$ cat config.mk
export PLATFORM = sky130hd
export DESIGN_NAME = mem_arbiter_flat
export DESIGN_NICKNAME = d
export VERILOG_FILES = /design/src/rtl/mem_arbiter_pkg.sv /design/src/rtl/mem_arbiter_if.sv /design/src/rtl/mem_arbiter_rr_pick.sv /design/src/rtl/mem_arbiter.sv /design/src/flat_wrapper.sv
export SDC_FILE = /design/constraint.sdc
export NUM_CORES = 1
export LEC_CHECK = 0
export CORE_MARGIN = 2
export CORE_UTILIZATION = 40
export CTS_BUF_LIST = sky130_fd_sc_hd__clkbuf_8
export DETAILED_ROUTE_END_ITERATION = 16
export GPL_TIMING_DRIVEN = 0
export PLACE_DENSITY = 0.87
export SETUP_SLACK_MARGIN = 0.1
export SLEW_MARGIN = 20
export SYNTH_ARGS = -nofsm -noshare
export SYNTH_HDL_FRONTEND = slang
export SYNTH_SLANG_ARGS = --single-unit
$ cat constraint.sdc
create_clock -name clk -period 1.8 [get_ports clk]
set_clock_uncertainty 0.15 [all_clocks]
set_input_delay 0.36 -clock clk [delete_from_list [all_inputs] [get_ports clk]]
set_output_delay 0.36 -clock clk [all_outputs]
set_load 0.005 [all_outputs]
$ cat src/rtl/mem_arbiter_pkg.sv
// Shared types for the dual-core shared-memory arbiter.
// FSM state encoding and the round-robin pointer update rule.
package mp_pkg;

    typedef enum logic [1:0] {
        IDLE   = 2'd0,
        ACCESS = 2'd1,
        RESP   = 2'd2
    } arb_state_t;

    // The losing core is favoured at the next contended decision.
    function automatic logic next_ptr(input logic sel);
        return ~sel;
    endfunction

endpackage

$ cat src/rtl/mem_arbiter_if.sv
// Core-side request/response bundle plus the shared-memory port.
// slave = arbiter view; master = cores and memory (environment) view.
interface mem_arbiter_if #(
    parameter int DW = 32,
    parameter int AW = 32
);
    logic          req0;
    logic          req1;
    logic          we0;
    logic          we1;
    logic [AW-1:0] adr0;
    logic [AW-1:0] adr1;
    logic [DW-1:0] wd0;
    logic [DW-1:0] wd1;
    logic          gnt0;
    logic          gnt1;
    logic          rvalid0;
    logic          rvalid1;
    logic [DW-1:0] rdata;
    logic          mem_we;
    logic [AW-1:0] mem_adr;
    logic [DW-1:0] mem_wd;
    logic [DW-1:0] mem_rd;

    modport slave (
        input  req0, req1, we0, we1, adr0, adr1, wd0, wd1, mem_rd,
        output gnt0, gnt1, rvalid0, rvalid1, rdata, mem_we, mem_adr, mem_wd
    );

    modport master (
        output req0, req1, we0, we1, adr0, adr1, wd0, wd1, mem_rd,
        input  gnt0, gnt1, rvalid0, rvalid1, rdata, mem_we, mem_adr, mem_wd
    );

endinterface

$ cat src/rtl/mem_arbiter_rr_pick.sv
// Two-way round-robin selector: a lone requester wins, otherwise ptr decides.
module rr_pick (
    input  logic req0,
    input  logic req1,
    input  logic ptr,
    output logic valid,
    output logic sel
);

    always_comb begin
        valid = req0 | req1;
        sel   = (req0 & req1) ? ptr : req1;
    end

endmodule

$ cat src/rtl/mem_arbiter.sv
// Arbitrates two cores onto one shared memory port: IDLE picks and latches a
// request, ACCESS drives the memory for one cycle, RESP returns read data.
module mem_arbiter
    import mp_pkg::*;
#(
    parameter int DW = 32,
    parameter int AW = 32
) (
    input  logic          clk,
    input  logic          reset,
    mem_arbiter_if.slave  bus
);

    arb_state_t    r_state;
    logic          r_ptr;
    logic          r_sel;
    logic          r_we;
    logic [AW-1:0] r_adr;
    logic [DW-1:0] r_wd;
    logic [DW-1:0] r_rdata;
    logic          r_gnt0;
    logic          r_gnt1;
    logic          r_rvalid0;
    logic          r_rvalid1;
    logic          r_mem_we;

    logic          w_valid;
    logic          w_sel;
    logic          w_we;
    logic [AW-1:0] w_adr;
    logic [DW-1:0] w_wd;

    rr_pick u_rr_pick (
        .req0  (bus.req0),
        .req1  (bus.req1),
        .ptr   (r_ptr),
        .valid (w_valid),
        .sel   (w_sel)
    );

    always_comb begin
        w_we  = bus.we0;
        w_adr = bus.adr0;
        w_wd  = bus.wd0;
        if (w_sel) begin
            w_we  = bus.we1;
            w_adr = bus.adr1;
            w_wd  = bus.wd1;
        end
    end

    // Strobes default low each cycle; only the transition edges raise them.
    always_ff @(posedge clk or negedge reset) begin
        if (!reset) begin
            r_state   <= IDLE;
            r_ptr     <= 1'b0;
            r_sel     <= 1'b0;
            r_we      <= 1'b0;
            r_adr     <= '0;
            r_wd      <= '0;
            r_rdata   <= '0;
            r_gnt0    <= 1'b0;
            r_gnt1    <= 1'b0;
            r_rvalid0 <= 1'b0;
            r_rvalid1 <= 1'b0;
            r_mem_we  <= 1'b0;
        end else begin
            r_gnt0    <= 1'b0;
            r_gnt1    <= 1'b0;
            r_rvalid0 <= 1'b0;
            r_rvalid1 <= 1'b0;
            r_mem_we  <= 1'b0;
            case (r_state)
                IDLE: begin
                    if (w_valid) begin
                        r_sel    <= w_sel;
                        r_ptr    <= next_ptr(w_sel);
                        r_we     <= w_we;
                        r_adr    <= w_adr;
                        r_wd     <= w_wd;
                        r_gnt0   <= ~w_sel;
                        r_gnt1   <= w_sel;
                        r_mem_we <= w_we;
                        r_state  <= ACCESS;
                    end
                end
                ACCESS: begin
                    if (r_we) begin
                        r_state <= IDLE;
                    end else begin
                        r_rdata   <= bus.mem_rd;
                        r_rvalid0 <= ~r_sel;
                        r_rvalid1 <= r_sel;
                        r_state   <= RESP;
                    end
                end
                RESP: begin
                    r_state <= IDLE;
                end
                default: begin
                    r_state <= IDLE;
                end
            endcase
        end
    end

    assign bus.gnt0    = r_gnt0;
    assign bus.gnt1    = r_gnt1;
    assign bus.rvalid0 = r_rvalid0;
    assign bus.rvalid1 = r_rvalid1;
    assign bus.rdata   = r_rdata;
    assign bus.mem_we  = r_mem_we;
    assign bus.mem_adr = r_adr;
    assign bus.mem_wd  = r_wd;

endmodule
$ cat src/flat_wrapper.sv
// flat-port wrapper written by rule: the top's interface ports become plain ports
module mem_arbiter_flat import mp_pkg::*;
#(
    parameter int DW = 32,
    parameter int AW = 32
)
  (clk, reset, bus_req0, bus_req1, bus_we0, bus_we1, bus_adr0, bus_adr1, bus_wd0, bus_wd1, bus_mem_rd, bus_gnt0, bus_gnt1, bus_rvalid0, bus_rvalid1, bus_rdata, bus_mem_we, bus_mem_adr, bus_mem_wd);
  mem_arbiter_if #(.DW(DW), .AW(AW)) bus_i ();
  input  logic clk;
  input  logic reset;
  input wire logic [$bits(bus_i.req0)-1:0] bus_req0;
  input wire logic [$bits(bus_i.req1)-1:0] bus_req1;
  input wire logic [$bits(bus_i.we0)-1:0] bus_we0;
  input wire logic [$bits(bus_i.we1)-1:0] bus_we1;
  input wire logic [$bits(bus_i.adr0)-1:0] bus_adr0;
  input wire logic [$bits(bus_i.adr1)-1:0] bus_adr1;
  input wire logic [$bits(bus_i.wd0)-1:0] bus_wd0;
  input wire logic [$bits(bus_i.wd1)-1:0] bus_wd1;
  input wire logic [$bits(bus_i.mem_rd)-1:0] bus_mem_rd;
  output wire logic [$bits(bus_i.gnt0)-1:0] bus_gnt0;
  output wire logic [$bits(bus_i.gnt1)-1:0] bus_gnt1;
  output wire logic [$bits(bus_i.rvalid0)-1:0] bus_rvalid0;
  output wire logic [$bits(bus_i.rvalid1)-1:0] bus_rvalid1;
  output wire logic [$bits(bus_i.rdata)-1:0] bus_rdata;
  output wire logic [$bits(bus_i.mem_we)-1:0] bus_mem_we;
  output wire logic [$bits(bus_i.mem_adr)-1:0] bus_mem_adr;
  output wire logic [$bits(bus_i.mem_wd)-1:0] bus_mem_wd;
  assign bus_i.req0 = bus_req0;
  assign bus_i.req1 = bus_req1;
  assign bus_i.we0 = bus_we0;
  assign bus_i.we1 = bus_we1;
  assign bus_i.adr0 = bus_adr0;
  assign bus_i.adr1 = bus_adr1;
  assign bus_i.wd0 = bus_wd0;
  assign bus_i.wd1 = bus_wd1;
  assign bus_i.mem_rd = bus_mem_rd;
  assign bus_gnt0 = bus_i.gnt0;
  assign bus_gnt1 = bus_i.gnt1;
  assign bus_rvalid0 = bus_i.rvalid0;
  assign bus_rvalid1 = bus_i.rvalid1;
  assign bus_rdata = bus_i.rdata;
  assign bus_mem_we = bus_i.mem_we;
  assign bus_mem_adr = bus_i.mem_adr;
  assign bus_mem_wd = bus_i.mem_wd;
  mem_arbiter #(.DW(DW), .AW(AW)) u_core (.clk(clk), .reset(reset), .bus(bus_i));
endmodule
==> results.yml, run 1 <==
setup_path:
  arrival_ps: 1790
  cpPeakStageDelay_ps: 430
  critPathKind: "in2reg"
  rr_worst_depth: 5
  worstSetupStartpointType: "primary input"
  critical_path.cell_chain: "clkdlybuf4s50_1, or2_1, clkbuf_4, clkbuf_4, a21oi_1, a31oi_1"
  r2r_slack_ps: 170
  critPathMaxFanout: 10
  timing.rr.start: "u_core.r_state[1]"
  crit_required_ps: 1910
  timing.rr.end: "u_core.bus.mem_wd[30]"
  critPathCaptureType: "flop"
  slowest_stage: "clkdlybuf4s50_1"
  crit_top_cell: "clkbuf_4"
die:
  coreArea_um2: 11600
  die_h_um: 113
  num_rows: 39
  dieWidth_um: 113
  die_area_um2: 12900
  io_pins: 267
  initial_core_util_pct: 41.4
power:
  power_per_cell_area_nw_per_um2: 1440
  ir_worst_vdd_mv: 0.606
  power.leakage_nw: 3.30
layout:
  syn_to_final_growth_pct: 64.9
  drive_above_1_share_pct: 10.9
  nets: 929
  num_antenna_cells: 0
  stdcell_count: 911
clock_network:
  worst_skew_pair.late_latency_ps: 380
  htreeDepth: 3
  cts-buffers-inserted: 9
  clkSinkCount: 106
  cts.clk_slew.worst_paths_ps: 110
  root_buffer: "clkbuf_8"
  cts_tree: "yes"
  clock_path_buffers: 2
yosys:
  syn_nets: 636
  yosysWarningCount: 0
  synth_top_area_share_pct: 55.3
  ys_seq_elements: 106
  ys_seq_area_share_pct: 55.3
  async_flop_share_pct: 100
  yosysTopAreaCell: "dfrtp_1"
  synth_most_common_cell: "dfrtp_1"
  synth_cells: 470
  post_synth_num_cell_types: 23
  synth-edff-count: 0
  syn_area_um2: 4790
  synth_common_cells: "dfrtp_1, a21oi_1, a31oi_1, nand3_1, o21ai_0"
  synth_top_cells_by_area: "dfrtp_1, a31oi_1, a21oi_1, nand3_1, mux2_1"
  ys_dominant_reg_cell: "dfrtp_1"
  synth_area_per_cell_um2: 10.2
hold_path:
  whs_path_depth: 4
  min_from: "bus_req1"
  hold_class: "in2reg"
  worstHoldEndpoint: "u_core.bus.gnt0"
timing:
  rsz0062_at_grt: "true"
  finalSetupViolCount: 0
  hold_violations: 0
  finalMaxSlewViolations: 0
  finalSetupTns_ps: 0
  period_share_pct: 93.3
  slew_headroom_pct: 67.6
  finalCriticalPeriod_ps: 1680
  max_freq_ghz: 0.596
  tightest_slew_ps: 486
routing:
  routed_wl_um: 18100
  drc: 0
  wire_per_inst_um: 19.9
  antenna_left: 0
  drt_iter0_markers: 644
  drtPass1Iterations: 6
  vias: 5204
  vias_per_cell: 5.71
place:
  io_buffers: 265
  dpl.hpwl_um: 13400
  gp_congestion: 0.886
  dp_cells: 879
grt:
  grtUsageTotal_pct: 27.6
  grt_start_max_net_pins: 63
  gr-total-overflow: 0
  grt_pass1_vias: 5212
  antenna_found_initial: 0
  grt_pass1_wl_um: 27700
job:
  cap_violations: 0
status:
  outcome: "completed"
-- final cells by class --
class / count / area [µm²]
buffer: 54 / 337
clock buffer: 10 / 138
clock inverter: 6 / 66.3
fill: 927 / 3660
inverter: 2 / 7.51
multi-input combinational: 308 / 1850
sequential: 106 / 2650
tap: 143 / 179
timing repair buffer: 282 / 2680
-- power breakdown --
group	switching [mW]	internal, mW	total (mW)
clock network	0.850	0.685	1.53
logic	2.73	2.91	5.64
registers	0.643	3.59	4.23
-- layout by cell type (no fill, tap or decap), drive strengths merged --
master and count:
or2 2, nand2 2, dlygate4sd2 101, bufinv 1, nand3 65, dlygate4sd3 1, buf 42, dfrtp 106
nor2b 2, mux2 32, nor2 2, nand2b 1, inv 2, a31oi 65, clkdlybuf4s50 163, nor3b 1
and2 1, a21oi 67, clkbuf 39, o21ai 67, clkinv 5, o2bb2ai 1
-- critical path, delay by kind of cell --
family / cells / cell delay [ps]
compound gates: 2 / 320
buf+inv: 3 / 860
simple gates: 1 / 260
-- metrics by stage --
stage	util (%)	setup slack, ps	power [mW]	hold slack, ps	instance area, µm²
6_report	68.4	121	11.4	318	7910
5_1_grt	68.4	70.6	12.1	359	7910
4_1_cts	68.0	83.2	11.3	315	7860
3_5_place_dp	66.2	-442	10.4	166	7650
3_3_place_gp	65.9	-3640	10.1	287	7620
2_1_floorplan	-	238	6.76	-85.6	4790
-- registers in the layout, indices dropped and copies added (netlist names) --
name / cells
u_core.bus.mem_we: 1
u_core.bus.rvalid0: 1
u_core.r_state: 2
u_core.r_ptr: 1
u_core.bus.gnt0: 1
u_core.bus.rvalid1: 1
u_core.r_we: 1
u_core.bus.rdata: 32
u_core.bus.mem_adr: 32
u_core.bus.gnt1: 1
u_core.r_sel: 1
u_core.bus.mem_wd: 32
-- how the worst max path moves through the flow --
| stage | from | end | slack [ps] | cells after the start |
|---|---|---|---|---|
| 6_report | bus_req0 | u_core.bus.mem_wd[30] | 120 | 6 |
| 5_1_grt | bus_req0 | u_core.bus.mem_wd[30] | 70 | 6 |
| 4_1_cts | u_core.r_state[1] | u_core.bus.mem_wd[30] | 80 | 5 |
| 3_5_place_dp | bus_req0 | u_core.bus.mem_wd[30] | -440 | 6 |
| 3_3_place_gp | reset | u_core.bus.mem_adr[16] | -3640 | 1 |
| 2_1_floorplan | u_core.r_state[1] | u_core.bus.rdata[12] | 240 | 3 |
-- cell families after synthesis --
kind of cell,count (synthesis),share of synthesized area (%)
DFF,106,55.3
AOI/OAI and AO/OA,200,22.7
muxes,32,7.52
and+or+nand+nor,76,8.33
buffers and inverters,56,6.16
-- per-layer routing --
metal / track usage, % / routed length [µm] / vias up
li1: - / - / 2331
met2: 49.1 / 9330 / 315
met1: 33.6 / 6940 / 2507
met4: 11.0 / 544 / 0
met5: 0 / 0 / -
met3: 4.30 / 1320 / 51
-- what timing repair did --
item,4_1_cts,5_1_grt
buffers inserted,14,1
pin swaps,1,2
hold buffers,1,0
resized for setup,110,26
setup endpoints to repair,169,59
endpoints found under the hold margin,44,0
Note: power is estimated with default switching activity, not from simulation.
==> inputs of run 2 (changes only) <==
--- a/config.mk
+++ b/config.mk
@@ -5,6 +5,7 @@
 export SDC_FILE = /design/constraint.sdc
 export NUM_CORES = 1
 export LEC_CHECK = 0
+export CAP_MARGIN = 20
 export CORE_MARGIN = 2
 export CORE_UTILIZATION = 40
 export CTS_BUF_LIST = sky130_fd_sc_hd__clkbuf_8
@@ -12,6 +13,7 @@
 export GPL_TIMING_DRIVEN = 0
 export PLACE_DENSITY = 0.87
 export SETUP_SLACK_MARGIN = 0.1
+export SKIP_LAST_GASP = 1
 export SLEW_MARGIN = 20
 export SYNTH_ARGS = -nofsm -noshare
 export SYNTH_HDL_FRONTEND = slang
==> results of run 2 <==
Same layout as run 1: the final DEF is identical, and so are final timing and power.
